**config.mk**
```make
export PLATFORM = sky130hd
export DESIGN_NAME = quant_4x4
export DESIGN_NICKNAME = d
export VERILOG_FILES = /design/src/rtl/quant_pkg.sv /design/src/rtl/quant_coef_pipe.sv /design/src/rtl/quant_4x4.sv
export SDC_FILE = /design/constraint.sdc
export NUM_CORES = 2
export LEC_CHECK = 0
export BUFFER_PORTS_ARGS = -buffer_cell sky130_fd_sc_hd__buf_2
export CAP_MARGIN = 15
export CORE_MARGIN = 4
export CORE_UTILIZATION = 48
export CTS_CLUSTER_SIZE = 10
export DETAILED_ROUTE_END_ITERATION = 10
export PLACE_DENSITY = 0.7
export SYNTH_ARGS = -nofsm -noshare
export SYNTH_HDL_FRONTEND = slang
export SYNTH_SLANG_ARGS = --single-unit
```
**constraint.sdc**
```tcl
create_clock -name clk -period 17.6 [get_ports clk]
set_input_delay 2.64 -clock clk [delete_from_list [all_inputs] [get_ports clk]]
set_output_delay 2.64 -clock clk [all_outputs]
set_load 0.01 [all_outputs]
```
**src/rtl/quant_pkg.sv**
```systemverilog
// Shared constants, quantizer scale tables and helpers for the 4x4 forward quantizer.
package quant_pkg;

    localparam int unsigned QP_MAX   = 51;
    localparam int unsigned NUM_COEF = 16;
    localparam int unsigned MF_W     = 14;
    localparam int unsigned F_W      = 22;
    localparam int unsigned QBITS_W  = 5;

    typedef enum logic [1:0] {IDLE, CALC, DRAIN, DONE} state_e;
    typedef enum logic [1:0] {CLS_A = 2'd0, CLS_B = 2'd1, CLS_C = 2'd2} pos_class_e;

    // Rows indexed by qp%6, columns by position class A/B/C.
    localparam logic [MF_W-1:0] MF_TABLE [6][3] = '{
        '{14'd13107, 14'd5243, 14'd8066},
        '{14'd11916, 14'd4660, 14'd7490},
        '{14'd10082, 14'd4194, 14'd6554},
        '{14'd9362,  14'd3647, 14'd5825},
        '{14'd8192,  14'd3355, 14'd5243},
        '{14'd7282,  14'd2893, 14'd4559}
    };

    localparam logic [F_W-1:0] F_INTRA [9] = '{
        22'd10922, 22'd21845, 22'd43690, 22'd87381, 22'd174762,
        22'd349525, 22'd699050, 22'd1398101, 22'd2796202
    };
    localparam logic [F_W-1:0] F_INTER [9] = '{
        22'd5461, 22'd10922, 22'd21845, 22'd43690, 22'd87381,
        22'd174762, 22'd349525, 22'd699050, 22'd1398101
    };

    function automatic pos_class_e pos_class(input logic [3:0] idx);
        logic row_odd;
        logic col_odd;
        row_odd = idx[2];
        col_odd = idx[0];
        if (!row_odd && !col_odd) return CLS_A;
        if (row_odd && col_odd)   return CLS_B;
        return CLS_C;
    endfunction

    function automatic logic [3:0] qp_div6(input logic [5:0] qp);
        logic [3:0] d;
        d = '0;
        for (int unsigned k = 1; k <= 8; k++) begin
            if (qp >= 6'(6 * k)) d = 4'(k);
        end
        return d;
    endfunction

    function automatic logic [2:0] qp_mod6(input logic [5:0] qp, input logic [3:0] div);
        logic [5:0] base;
        base = 6'(div * 6);
        return 3'(qp - base);
    endfunction

    function automatic logic [F_W-1:0] round_offset(input logic [3:0] div, input logic intra);
        logic [3:0] d;
        d = (div > 4'd8) ? 4'd8 : div;
        return intra ? F_INTRA[d] : F_INTER[d];
    endfunction

endpackage

```
**src/rtl/quant_coef_pipe.sv**
```systemverilog
// Two-stage per-coefficient datapath: |coef|*MF, then round, shift, saturate and re-sign.
module quant_coef_pipe
    import quant_pkg::*;
#(
    parameter int unsigned COEF_W  = 32,
    parameter int unsigned LEVEL_W = 16
) (
    input  logic                      clk,
    input  logic                      reset,
    input  logic                      in_valid,
    input  logic [3:0]                in_idx,
    input  logic signed [COEF_W-1:0]  coef,
    input  logic [MF_W-1:0]           mf,
    input  logic [F_W-1:0]            f,
    input  logic [QBITS_W-1:0]        qbits,
    output logic                      out_valid,
    output logic [3:0]                out_idx,
    output logic signed [LEVEL_W-1:0] level,
    output logic                      nz
);

    localparam int unsigned PROD_W = COEF_W + MF_W;
    localparam int unsigned SUM_W  = PROD_W + 1;
    localparam logic [SUM_W-1:0] LV_MAX = SUM_W'((1 << (LEVEL_W - 1)) - 1);

    logic [COEF_W-1:0]  mag;
    logic [PROD_W-1:0]  prod_d, prod_q;
    logic               v1_q, sign1_q;
    logic [3:0]         idx1_q;

    logic [SUM_W-1:0]         sum, shifted;
    logic [LEVEL_W-1:0]       lv_mag;
    logic signed [LEVEL_W-1:0] level_d, level_q;
    logic               v2_q, nz_q;
    logic [3:0]         idx2_q;

    // Magnitude is unsigned so the most negative input maps to 2^(COEF_W-1).
    always_comb begin
        mag    = coef[COEF_W-1] ? COEF_W'(-coef) : COEF_W'(coef);
        prod_d = PROD_W'(mag) * PROD_W'(mf);
    end

    always_comb begin
        sum     = SUM_W'(prod_q) + SUM_W'(f);
        shifted = sum >> qbits;
        lv_mag  = (shifted > LV_MAX) ? LEVEL_W'(LV_MAX) : LEVEL_W'(shifted);
        level_d = sign1_q ? -$signed(lv_mag) : $signed(lv_mag);
    end

    always_ff @(posedge clk) begin
        if (reset) begin
            v1_q    <= 1'b0;
            sign1_q <= 1'b0;
            idx1_q  <= '0;
            prod_q  <= '0;
            v2_q    <= 1'b0;
            idx2_q  <= '0;
            level_q <= '0;
            nz_q    <= 1'b0;
        end else begin
            v1_q    <= in_valid;
            sign1_q <= coef[COEF_W-1];
            idx1_q  <= in_idx;
            prod_q  <= prod_d;
            v2_q    <= v1_q;
            idx2_q  <= idx1_q;
            level_q <= level_d;
            nz_q    <= (lv_mag != '0);
        end
    end

    assign out_valid = v2_q;
    assign out_idx   = idx2_q;
    assign level     = level_q;
    assign nz        = nz_q;

endmodule

```
**src/rtl/quant_4x4.sv**
```systemverilog
// H.264-style forward quantizer for one 4x4 block: control FSM, coefficient issue and result array.
module quant_4x4
    import quant_pkg::*;
#(
    parameter int unsigned COEF_W  = 32,
    parameter int unsigned LEVEL_W = 16
) (
    input  logic                      clk,
    input  logic                      reset,
    input  logic                      in_valid,
    output logic                      in_ready,
    input  logic signed [COEF_W-1:0]  coef [15:0],
    input  logic [5:0]                qp,
    input  logic                      intra,
    output logic                      out_valid,
    input  logic                      out_ready,
    output logic signed [LEVEL_W-1:0] level [15:0],
    output logic [4:0]                nz_count
);

    state_e state_q, state_d;
    logic [3:0] idx_q, idx_d;
    logic       accept;

    logic signed [COEF_W-1:0]  coef_q  [NUM_COEF];
    logic signed [LEVEL_W-1:0] level_q [NUM_COEF];
    logic signed [LEVEL_W-1:0] level_d [NUM_COEF];
    logic [4:0] nz_q, nz_d;
    logic [3:0] qp_div_q;
    logic [2:0] qp_mod_q;
    logic       intra_q;

    logic [5:0]          qp_clamp, qp_div_tmp;
    logic [3:0]          qp_div_in;
    logic [MF_W-1:0]     mf;
    logic [F_W-1:0]      f;
    logic [QBITS_W-1:0]  qbits;

    logic                      pipe_v, pipe_nz;
    logic [3:0]                pipe_idx;
    logic signed [LEVEL_W-1:0] pipe_level;

    always_comb begin
        qp_clamp   = (qp > 6'(QP_MAX)) ? 6'(QP_MAX) : qp;
        qp_div_in  = qp_div6(qp_clamp);
        qp_div_tmp = 6'(qp_div_in);
        qbits      = QBITS_W'(15) + QBITS_W'(qp_div_q);
        f          = round_offset(qp_div_q, intra_q);
        mf         = MF_TABLE[qp_mod_q][pos_class(idx_q)];
    end

    // DRAIN waits for the last index to leave the second pipeline register, so it spans two cycles.
    always_comb begin
        state_d   = state_q;
        idx_d     = idx_q;
        in_ready  = 1'b0;
        out_valid = 1'b0;
        accept    = 1'b0;
        case (state_q)
            IDLE: begin
                in_ready = 1'b1;
                if (in_valid) begin
                    accept  = 1'b1;
                    idx_d   = '0;
                    state_d = CALC;
                end
            end
            CALC: begin
                idx_d = idx_q + 4'd1;
                if (idx_q == 4'd15) state_d = DRAIN;
            end
            DRAIN: begin
                if (pipe_v && pipe_idx == 4'd15) state_d = DONE;
            end
            DONE: begin
                out_valid = 1'b1;
                if (out_ready) state_d = IDLE;
            end
            default: state_d = IDLE;
        endcase
    end

    always_comb begin
        level_d = level_q;
        nz_d    = nz_q;
        if (accept) begin
            for (int unsigned i = 0; i < NUM_COEF; i++) level_d[i] = '0;
            nz_d = '0;
        end else if (pipe_v) begin
            level_d[pipe_idx] = pipe_level;
            if (pipe_nz) nz_d = nz_q + 5'd1;
        end
    end

    always_ff @(posedge clk) begin
        if (reset) begin
            state_q  <= IDLE;
            idx_q    <= '0;
            nz_q     <= '0;
            qp_div_q <= '0;
            qp_mod_q <= '0;
            intra_q  <= 1'b0;
            for (int unsigned i = 0; i < NUM_COEF; i++) level_q[i] <= '0;
        end else begin
            state_q <= state_d;
            idx_q   <= idx_d;
            nz_q    <= nz_d;
            level_q <= level_d;
            if (accept) begin
                qp_div_q <= qp_div_in;
                qp_mod_q <= qp_mod6(qp_clamp, qp_div_tmp[3:0]);
                intra_q  <= intra;
            end
        end
    end

    always_ff @(posedge clk) begin
        if (accept) begin
            for (int unsigned i = 0; i < NUM_COEF; i++) coef_q[i] <= coef[i];
        end
    end

    quant_coef_pipe #(
        .COEF_W  (COEF_W),
        .LEVEL_W (LEVEL_W)
    ) u_pipe (
        .clk       (clk),
        .reset     (reset),
        .in_valid  (state_q == CALC),
        .in_idx    (idx_q),
        .coef      (coef_q[idx_q]),
        .mf        (mf),
        .f         (f),
        .qbits     (qbits),
        .out_valid (pipe_v),
        .out_idx   (pipe_idx),
        .level     (pipe_level),
        .nz        (pipe_nz)
    );

    always_comb begin
        for (int unsigned i = 0; i < NUM_COEF; i++) level[i] = level_q[i];
        nz_count = nz_q;
    end

endmodule
```
======== Word level (Yosys, flattened, before mapping) ========
Memory sizes are Yosys's and may differ from the RTL's. A register that Yosys moved wholly into a read port is not among the register bits.
Index checks and enable logic that the tools add are counted.
cells by class
  $add $sub $neg .......................... 7
  multiply operators ...................... 2
  $lt $le $gt $ge ......................... 16
  eq/ne operators ......................... 9
  shift-type cells ........................ 1
  muxes and demuxes ....................... 48
  bitwise logic cells ..................... 4
  reductions and logical operators ........ 13
operators by type and width
  cell                  number
  $bwmux 256            1
  $mux 22               5
  $mux 42               2
  $demux 16 s4          1
  $mux 16               3
  $add 46x22->47        1
  $gt 47x15->1 const B  1
  $shr 47x5->47         1
  $mul 32x14->46        1
  $mux 4                11
  $mux 32               1
  $neg 32->32           1
  $bmux 14 s2           1
  $mux 14               2
  $ge 6x5->1 const B    3
  $ge 6x6->1 const B    3
  $mux 2                8
  $neg 16->16           1
  $reduce_bool 16->1    1
  $ge 5x5->1 const B    2
  $mux 1                10
  $not 4->5             2
  $eq 4x4->1 const B    2
  $ne 2x2->1 const B    4
  other kinds (26)      32
word-level totals
  bits in registers ....................... 349
  memory bits (writable) .................. 512
  ROM bits ................................ 1,040
  input bits .............................. 523
  output and inout port bits .............. 263
  logic and storage cells ................. 134
  memories kept ........................... 4
memory list
  memory           depth  bits a word  read ports  clocked after Yosys merged registers in  write ports  line             text
  coef_q           16     32           1           1                                        16           quant_4x4.sv:25  logic signed [COEF_W-1:0] coef_q [NUM_COEF];
  (no name shown)  16     22           1           0                                        0            quant_pkg.sv:60  return intra ? F_INTRA[d] : F_INTER[d];
  (no name shown)  16     22           1           0                                        0            quant_pkg.sv:60
  (no name shown)  8      42           1           0                                        0            quant_4x4.sv:49  mf = MF_TABLE[qp_mod_q][pos_class(idx_q)];

======== Depth between registers and ports, before layout ========
  word-level depth ........................ 13
  depth in mapped cells ................... 44
  mapped depth without buffers ............ 38

======== Hierarchy ========
Synthesis repeated with hierarchy kept, for this count alone.
unflattened totals
  cell total of the unflattened synthesis .. 4,998
  area total of the unflattened synthesis .. 53,533.8 um^2
by module, submodules not included
  module           instances  cells each  area an instance (um^2)  seq. area each (um^2)
  quant_4x4        1          2,129       30,077.6                 20,960.1
  quant_coef_pipe  1          2,869       23,456.2                 1,481.4

======== Worst setup path after synthesis ========
Ideal clock, no wire load.
  path type ............................... input -> register
  start point ............................. input port in_valid
  end point ............................... register qp_mod_q[1]
  setup time .............................. 0.722 ns
  arrival ................................. 17.583 ns
  data required time ...................... 16.878 ns
  slack ................................... -0.705 ns
  stages on the path ...................... 4
  buffers on the path ..................... 1
  path through ............................ nand2_1 > inv_1 > clkbuf_1 > a211oi_1
between the ends
  longest elaborated chain between the ends .. 2
ends and longest elaborated chain
  item                    line              text
  start: declaration      quant_4x4.sv:10   input logic in_valid,
  $mux 1                  quant_4x4.sv:62   if (in_valid) begin
  $mux 1                  quant_4x4.sv:59   case (state_q)
  named net accept        quant_4x4.sv:23   logic accept;
  end signal: assignment  quant_4x4.sv:111  qp_mod_q <= qp_mod6(qp_clamp, qp_div_tmp[3:0]);
  end: declaration        quant_4x4.sv:30   logic [2:0] qp_mod_q;
The timed path passes the listed nets, and every way through them passes these cells.
A chain may end at the register's enable or synchronous reset.

==> flow_summary.ini <==
[finish]
stdcell_area_sq_mm = 0.05824
finalNetCount = 6298
highest_count_cells_in_the_layout_ignoring_fill_and_taps = sky130_fd_sc_hd__nand2_1, sky130_fd_sc_hd__buf_2, sky130_fd_sc_hd__edfxtp_1, sky130_fd_sc_hd__inv_1, sky130_fd_sc_hd__a21oi_1
area_growth_syn_to_layout_pct = 16.00
final_core_util_pct = 56.19
layout_commonest_cell = sky130_fd_sc_hd__nand2_1
final_layout_size_suffix_gt1_share_pct = 22.70

[synthesis]
ys_top_cells_by_area = sky130_fd_sc_hd__edfxtp_1, sky130_fd_sc_hd__fa_1, sky130_fd_sc_hd__dfxtp_1
yosys.cell_types.count = 103
ys_async_sr_fraction_pct = 0
synth_edf_count = 512
yosysWarnings = 0
synth.largest_area_cell = sky130_fd_sc_hd__edfxtp_1
ys_ff_latch = 865
syn-cell-area_sq_mm = 0.05021
proportion_of_netlist_area_held_by_the_largest_area_contributor_pct = 30.62
synth.yosys.seq_area_share_pct = 44.70
synth_flop_cell = sky130_fd_sc_hd__edfxtp_1
synthCells = 4580
mappedNetlistNets = 5612
synth.avg_cell_area_sq_um = 10.96

[detailed_routing]
drt.antenna.violating_nets = 0
iteration_0_drc_count_of_the_detailed_router = 3726
drtPass1Iterations = 5
routed_wirelength_mm = 151.6
dr_total_vias = 37520
post_drt_wl_per_cell_um = 22.66
drc = 0
routed_via_density = 5.608

[grt]
grt_first_pass_wirelength_mm = 230.4
grt_pass1_vias = 37660
grt-busiest-layer = met2
grt_util_met2_pct = 46.31
overflow = 0
use_met3_pct = 5.027
grtUsageMet1_pct = 33.90
antenna_found_initial = 38
grt.total_usage_pct = 27.07
grt_max_degree = 191

[worst_setup_path]
cpMaxStageDelayCell = sky130_fd_sc_hd__dfxtp_4
worstPathArrival_ns = 12.51
setup.worst_path.end_class = flip-flop
cp_max_fo = 85
critPathTopFamily = adder cells
critical_path.max_stage_delay_ns = 0.94
worstSetupStartpointType = flip-flop
required_ns = 18.13
crit_type = flip-flop to flip-flop
critPathBufInv = 9

[job]
max-cap-violations = 0

[die]
fp.dieArea_sq_mm = 0.1098
core_area_sq_mm = 0.1036
die_height_um = 331.4
die_width_um = 331.4
io-pin-count = 786
starting_utilization_of_the_core_area_pct = 48.44
placementRows = 118

[placed_design]
preCtsSetupSlack_ns = 5.667
port_buffers = 785
gp_congestion = 0.9021
dpl_cell_area_sq_mm = 0.05534
dpl.hpwl_mm = 112.9

[timing]
setup_viol = 0
layout_setup_ws_ns = 5.618
fin_worst_skew_ns = 0.06666
fmaxAchievable_mhz = 83.46
finalCritPeriodShare_pct = 68.08
rsz0062_at_grt = false
max-slew-margin-rel_pct = 15.61
transition_time_of_the_tightest_slew_check_pin_ns = 1.261
totalNegativeSetupSlack_ns = 0
final-hold-violation-count = 0
report.final.slew_viol_count = 0
fin_crit_ns = 11.98

[clocking]
holdBufCountCts = 0
ctsRootBufferMaster = sky130_fd_sc_hd__clkbuf_16
tritoncts = yes
post-cts-setup-buffers = 0
post_cts_resized = 0
clock_sinks = 865
clk_pin_slew_ns = 0.06
number_of_buffers_created_by_cts = 100
ctsLongestPathBuffers = 3
clk-insertion-delay-late_ns = 0.70
htree_depth = 3

[hold_path]
hold_class = flip-flop to flip-flop

[outcome]
status = finished clean
[worst reg2reg max path: cells and delay by family (launching register included)]
family,cells,cell delay (ns)
adder cells (fa/ha/maj),7,3.45
AND/OR/NAND/NOR,11,2.50
AO/OA/AOI/OAI,9,2.22
buffers and inverters,9,1.24
flip-flops,1,0.94
multiplexers,2,0.80
XOR/XNOR,2,0.70
[state kept, by name, summed over array words and instances, names as in the netlist, 2 cells and up, named ones only]
| signal | count |
|---|---|
| u_pipe.prod_q | 46 |
| nz_count | 5 |
| state_q | 2 |
| qp_mod_q | 3 |
| u_pipe.level | 16 |
| u_pipe.idx1_q | 4 |
| level | 256 |
| coef_q | 512 |
| idx_q | 4 |
| qp_div_q | 4 |
| u_pipe.out_idx | 4 |
[logic make-up after synthesis]
logic type	share of synthesized area [%]
AO/OA/AOI/OAI	8.809
XOR/XNOR	1.961
adder cells (fa/ha/maj)	18.04
buffers and inverters	5.074
flip-flops	44.70
multiplexers	7.979
AND/OR/NAND/NOR	13.44
[stage by stage]
step           hold WS (ns)  std cells
4_1_cts              0.4451       6667
6_report             0.4361       6691
5_1_grt              0.4630       6683
3_5_place_dp         0.4335       6540
2_1_floorplan        0.4138       4580
3_3_place_gp         0.4193       6540
[cell usage after synthesis, types with 21 or more instances]
| master | n |
|---|---|
| sky130_fd_sc_hd__nand2_1 | 872 |
| sky130_fd_sc_hd__edfxtp_1 | 512 |
| sky130_fd_sc_hd__inv_1 | 390 |
| sky130_fd_sc_hd__a21oi_1 | 365 |
| sky130_fd_sc_hd__fa_1 | 357 |
| sky130_fd_sc_hd__dfxtp_1 | 353 |
| sky130_fd_sc_hd__nor2_1 | 303 |
| sky130_fd_sc_hd__clkbuf_1 | 187 |
| sky130_fd_sc_hd__mux4_2 | 164 |
| sky130_fd_sc_hd__ha_1 | 152 |
| sky130_fd_sc_hd__and2_1 | 63 |
| sky130_fd_sc_hd__o21ai_0 | 60 |
| sky130_fd_sc_hd__xnor2_1 | 59 |
| sky130_fd_sc_hd__nor2b_1 | 56 |
| sky130_fd_sc_hd__nand3_1 | 49 |
| sky130_fd_sc_hd__nor3_1 | 49 |
| sky130_fd_sc_hd__nand2b_1 | 47 |
| sky130_fd_sc_hd__xor2_1 | 46 |
| sky130_fd_sc_hd__a21o_1 | 36 |
| sky130_fd_sc_hd__buf_2 | 34 |
| sky130_fd_sc_hd__o211ai_1 | 28 |
| sky130_fd_sc_hd__a211oi_1 | 22 |
| sky130_fd_sc_hd__o21a_1 | 22 |
| sky130_fd_sc_hd__buf_1 | 21 |
[metal layers]
metal,wire [um],share of wire (%),up-vias
met4,7238,4.8,20
met2,75530,50,1678
met5,133,0.088,-
met3,11340,7.5,366
li1,-,-,17010
met1,57390,38,18450
[cell type report]
class / instances / area (sq um)
multi-input combinational: 3065 / 25330
tap: 1380 / 1727
clock buffer: 112 / 2567
fill: 8772 / 45400
sequential: 865 / 22450
inverter: 396 / 1494
antenna: 20 / 50.05
clock inverter: 15 / 247.7
timing repair buffer: 838 / 4368
[worst paths after layout]
| path | start | to | slack, ns | cells past startpoint |
|---|---|---|---|---|
| min | u_pipe.v1_q$_SDFF_PP0_ | u_pipe.out_valid$_SDFF_PP0_ | 0.44 | 1 |
| max | flip-flop | u_pipe.prod_q[44]$_SDFF_PP0_ | 5.62 | 40 |
| min reg2reg | u_pipe.v1_q$_SDFF_PP0_ | u_pipe.out_valid$_SDFF_PP0_ | 0.44 | 1 |
| max reg2reg | flip-flop | u_pipe.prod_q[44]$_SDFF_PP0_ | 5.62 | 40 |
Power is not shown: default switching activity piles up to over one toggle a cycle in this logic, so the estimate is an artifact.
